===== config.mk =====
export PLATFORM = sky130hd
export DESIGN_NAME = shift_sequencer
export DESIGN_NICKNAME = d
export VERILOG_FILES = /design/src/rtl/shift_sequencer.sv
export SDC_FILE = /design/constraint.sdc
export NUM_CORES = 1
export LEC_CHECK = 0
export ABC_AREA = 1
export BUFFER_PORTS_ARGS = -buffer_cell sky130_fd_sc_hd__buf_4
export CAP_MARGIN = 30
export CELL_PAD_IN_SITES_DETAIL_PLACEMENT = 0
export CELL_PAD_IN_SITES_GLOBAL_PLACEMENT = 1
export CORE_UTILIZATION = 32
export DETAILED_ROUTE_END_ITERATION = 10
export PLACE_DENSITY = 0.84
export SYNTH_ARGS = -nofsm -noshare
export SYNTH_HDL_FRONTEND = slang
export SYNTH_SLANG_ARGS = --single-unit

===== constraint.sdc =====
create_clock -name shift_sequencer_port_clk -period 5.9 [get_ports shift_sequencer_port_clk]
set_clock_uncertainty 0.15 [all_clocks]
set_input_delay 1.475 -clock shift_sequencer_port_clk [delete_from_list [all_inputs] [get_ports shift_sequencer_port_clk]]
set_output_delay 1.475 -clock shift_sequencer_port_clk [all_outputs]
set_load 0.005 [all_outputs]

===== src/rtl/shift_sequencer.sv =====
// Multi-pass barrel-shift controller: splits one shift job into passes of at most MAX_STEP,
// drives an external combinational shifter once per clock and returns the final word.
module shift_sequencer #(
    parameter int unsigned WIDTH   = 32,
    parameter int unsigned SHIFT_W = 2,
    parameter int unsigned AMT_W   = 5
) (
    input  logic               shift_sequencer_port_clk,
    input  logic               shift_sequencer_port_reset_n,
    input  logic               shift_sequencer_port_clear,
    input  logic               shift_sequencer_port_in_valid,
    output logic               shift_sequencer_port_in_ready,
    input  logic [WIDTH-1:0]   shift_sequencer_port_in_data,
    input  logic [AMT_W-1:0]   shift_sequencer_port_in_amt,
    input  logic               shift_sequencer_port_in_dir,
    input  logic               shift_sequencer_port_in_sr,
    output logic               shift_sequencer_port_out_valid,
    input  logic               shift_sequencer_port_out_ready,
    output logic [WIDTH-1:0]   shift_sequencer_port_out_data,
    output logic [WIDTH-1:0]   shift_sequencer_port_sh_operand,
    output logic [SHIFT_W-1:0] shift_sequencer_port_sh_shift,
    output logic               shift_sequencer_port_sh_dir,
    output logic               shift_sequencer_port_sh_sr,
    input  logic [WIDTH-1:0]   shift_sequencer_port_sh_result,
    output logic               shift_sequencer_port_busy,
    output logic [AMT_W-1:0]   shift_sequencer_port_pass_cnt
);

    localparam logic [SHIFT_W-1:0] MaxStep    = '1;
    localparam logic [AMT_W-1:0]   MaxStepAmt = AMT_W'(MaxStep);

    typedef enum logic [1:0] {StIdle, StRun, StDone} state_e;

    state_e             state_q;
    logic [WIDTH-1:0]   data_q;
    logic [AMT_W-1:0]   rem_q;
    logic [AMT_W-1:0]   pass_cnt_q;
    logic               dir_q;
    logic               sr_q;
    logic [SHIFT_W-1:0] step;

    // Amount for this pass; forced to zero outside RUN so the shifter idles.
    always_comb begin
        step = '0;
        if (state_q == StRun) begin
            step = (rem_q > MaxStepAmt) ? MaxStep : rem_q[SHIFT_W-1:0];
        end
    end

    always_ff @(posedge shift_sequencer_port_clk or negedge shift_sequencer_port_reset_n) begin
        if (!shift_sequencer_port_reset_n) begin
            state_q    <= StIdle;
            data_q     <= '0;
            rem_q      <= '0;
            pass_cnt_q <= '0;
            dir_q      <= 1'b0;
            sr_q       <= 1'b0;
        end else if (shift_sequencer_port_clear) begin
            state_q <= StIdle;
            rem_q   <= '0;
        end else begin
            case (state_q)
                StIdle: begin
                    if (shift_sequencer_port_in_valid) begin
                        data_q     <= shift_sequencer_port_in_data;
                        rem_q      <= shift_sequencer_port_in_amt;
                        dir_q      <= shift_sequencer_port_in_dir;
                        sr_q       <= shift_sequencer_port_in_sr;
                        pass_cnt_q <= '0;
                        state_q    <= (shift_sequencer_port_in_amt != '0) ? StRun : StDone;
                    end
                end
                StRun: begin
                    data_q     <= shift_sequencer_port_sh_result;
                    rem_q      <= rem_q - AMT_W'(step);
                    pass_cnt_q <= pass_cnt_q + 1'b1;
                    if (rem_q <= MaxStepAmt) begin
                        state_q <= StDone;
                    end
                end
                StDone: begin
                    if (shift_sequencer_port_out_ready) begin
                        state_q <= StIdle;
                    end
                end
                default: state_q <= StIdle;
            endcase
        end
    end

    assign shift_sequencer_port_in_ready   = (state_q == StIdle);
    assign shift_sequencer_port_out_valid  = (state_q == StDone);
    assign shift_sequencer_port_out_data   = data_q;
    assign shift_sequencer_port_sh_operand = data_q;
    assign shift_sequencer_port_sh_shift   = step;
    assign shift_sequencer_port_sh_dir     = dir_q;
    assign shift_sequencer_port_sh_sr      = sr_q;
    assign shift_sequencer_port_busy       = (state_q != StIdle);
    assign shift_sequencer_port_pass_cnt   = pass_cnt_q;

endmodule


==> results.toml <==
[setup_path]
path_class = "reg -> out"
crit_fanout = 44
r2r_slack_ps = 2650
critPathSlowestCell = "nor2_4"
required_ps = 4280
start_kind = "flip-flop"
cpPeakStageDelay_ps = 760
cp_cell_sequence = "nor2_4, inv_4, o21ai_0, buf_4"
crit_path_end_kind = "output pin"
arrival_ps = 2460

[yosys]
netlist_area_sq_mm = 0.00256
synth_top_area_cell = "dfrtp_1"
synth_cell_types = 25
yosys-top-cells-count = "nand2_1 (57), o21ai_0 (50), dfrtp_1 (46), nor2_1 (45), buf_4 (38)"
synth_most_common_cell = "nand2_1"
synth_cells = 320
synth_area_leaders = "dfrtp_1 (45%), buf_4 (11%), o21ai_0 (9.8%)"
syn_nets = 399
async_reset_ff_share_pct = 100
yosysTopAreaCellShare_pct = 44.9
avgSynthCellArea_sq_um = 8.01
ys_ff_latch = 46
synth_edf_count = 0
yosys_warnings = 0
synthFlopType = "dfrtp_1"
ys_seq_area_share_pct = 44.9

[pwr]
power_w = 0.00128
power.internal_w = 0.000824
p_seq_share_pct = 39.2
p_leak_nw = 1.84
power_density_mw_per_mm2 = 358
switchingPower_w = 0.000455
sw_frac_of_total_pct = 35.6
p_comb_share_pct = 44.8
peakVddDrop_uv = 129
p_clk_share_pct = 16.0

[place]
place_ws_ps = 2130
place_area_sq_mm = 0.00348
place_congestion = 0.788
dpl.hpwl_um = 4950
port_buffers = 151

[sta]
final.setup.tns_ps = 0
rsz0062_at_grt = "false"
tightest_slew_ps = 943
fin_crit_sh_pct = 69.2
setup_ws_ps = 1820
period_needed_ps = 4080
fmax_mhz = 245
slew-limit-headroom_pct = 37.0
setup_viol = 0
drv_slew = 0
hold_viol = 0

[cells_and_area]
nNetsFinal = 511
antenna_cells = 0
drive_gt1_share_pct = 39.3
fin_area_sq_mm = 0.00358
syn_to_final_growth_pct = 39.5
final_core_util_pct = 46.3

[hold_path]
hold_class = "reg -> reg"

[global_route]
grt.total_usage_pct = 16.8
grt_max_degree = 47
grt_pass1_vias = 2329
grt_pass1_wl_um = 11200
antenna_found_initial = 0
grt_overflow = 0

[clock_network]
cts_hold_buf = 0
root_buffer = "clkbuf_8"
clk_path_buf_depth = 2
insertion_delay_ps = 290
cts_resized = 0
cts_tree = "built"
cts_inserted_buffers = 5
postCtsSetupBuffers = 0
htreeDepth = 2
cts_sinks = 46
clk_pin_slew_ps = 90

[floorplanning]
rows = 32
start_util_pct = 33.2
dieArea_sq_mm = 0.00837
io_pins = 152
die_w_um = 91.5
die_y_um = 91.5
coreArea_sq_mm = 0.00773

[drt]
vias = 2529
via_per_inst = 4.73
drc = 0
wl_per_cell_um = 13.2
drt_pre_antenna_iters = 4
totalWireLength_um = 7040
final_antenna_net_count = 0
drt_iter0_markers = 92

[run]
maxCapViolCount = 0

[outcome]
status = "completed"
## per-stage QoR
| step | cells | hold WS [ps] |
|---|---|---|
| after floorplan | 320 | 322 |
| after global placement | 527 | 319 |
| after detailed placement | 527 | 318 |
| after CTS | 535 | 342 |
| after global routing | 535 | 398 |
| final | 535 | 337 |
## cell families after synthesis
family	count (synthesis)	share of synthesized area (%)
flip-flops	46	44.9
AO/OA/AOI/OAI	87	17.9
AND/OR/NAND/NOR	117	19.0
adder cells (fa/ha/maj)	3	1.46
XOR/XNOR	1	0.342
buffers and inverters	66	16.4
## cell type report
cell class | count | area, sq um
Fill cell | 770 | 4150
Inverter | 20 | 77.6
Sequential cell | 46 | 1150
Clock inverter | 2 | 12.5
Multi-Input combinational cell | 208 | 991
Tap cell | 102 | 128
Clock buffer | 6 | 82.6
Timing Repair Buffer | 151 | 1130
## worst max-delay path: cells and delay by family (launching register included)
kind | cells | cell delay (ps)
buffers and inverters | 2 | 520
DFF | 1 | 480
and+or+nand+nor | 1 | 760
AOI/OAI and AO/OA | 1 | 360
## path summary, 6_finish.rpt
path / from / end / depth (start not counted)
setup / recovery: state_q[1] / shift_sequencer_port_sh_shift[0] / 4
hold / removal: shift_sequencer_port_sh_sr / shift_sequencer_port_sh_sr / 2
setup reg to reg: state_q[1] / rem_q[4] / 12
hold reg to reg: shift_sequencer_port_sh_sr / shift_sequencer_port_sh_sr / 2
max in group asynchronous: shift_sequencer_port_reset_n / shift_sequencer_port_out_data[9] / 1
min in group asynchronous: shift_sequencer_port_reset_n / shift_sequencer_port_out_data[29] / 1
## metal layers
layer	global-route usage (%)	vias to the layer above	share of wire, %
met2	28.6	109	50
met5	0	-	0
met4	5.42	0	1.5
li1	-	1234	-
met3	3.52	9	6.2
met1	21.2	1177	43
## cell usage in the layout, fill, tap and decap left out
master / n
buf_4: 151
nand2_1: 57
o21ai_0: 50
dfrtp_1: 46
nor2_1: 45
o21ai_1: 28
inv_1: 17
nand3_1: 7
clkbuf_8: 6
a21oi_1: 4
ha_1: 3
inv_2: 2
nor2_4: 2
nand2_2: 2
o211ai_1: 2
inv_4: 1
nand2_4: 1
nand4_1: 1
nor3_2: 1
xor2_1: 1
nor2_2: 1
o32ai_2: 1
o22ai_1: 1
a32o_1: 1
clkinv_2: 1
clkinvlp_4: 1
## power groups by stage
stage	clock network, W	logic, W	registers [W]
floorplan	0	0.000340	0.000499
global placement	0	0.000574	0.000504
detailed placement	0	0.000580	0.000509
CTS	0.000213	0.000581	0.000503
global route	0.000224	0.000640	0.000517
finish	0.000204	0.000573	0.000502
## sequential cells by signal (all words and copies together) (netlist names)
register	cells
shift_sequencer_port_out_data	32
shift_sequencer_port_pass_cnt	5
shift_sequencer_port_sh_dir	1
rem_q	5
shift_sequencer_port_sh_sr	1
state_q	2
No activity file was read; power rests on OpenSTA's default activity.
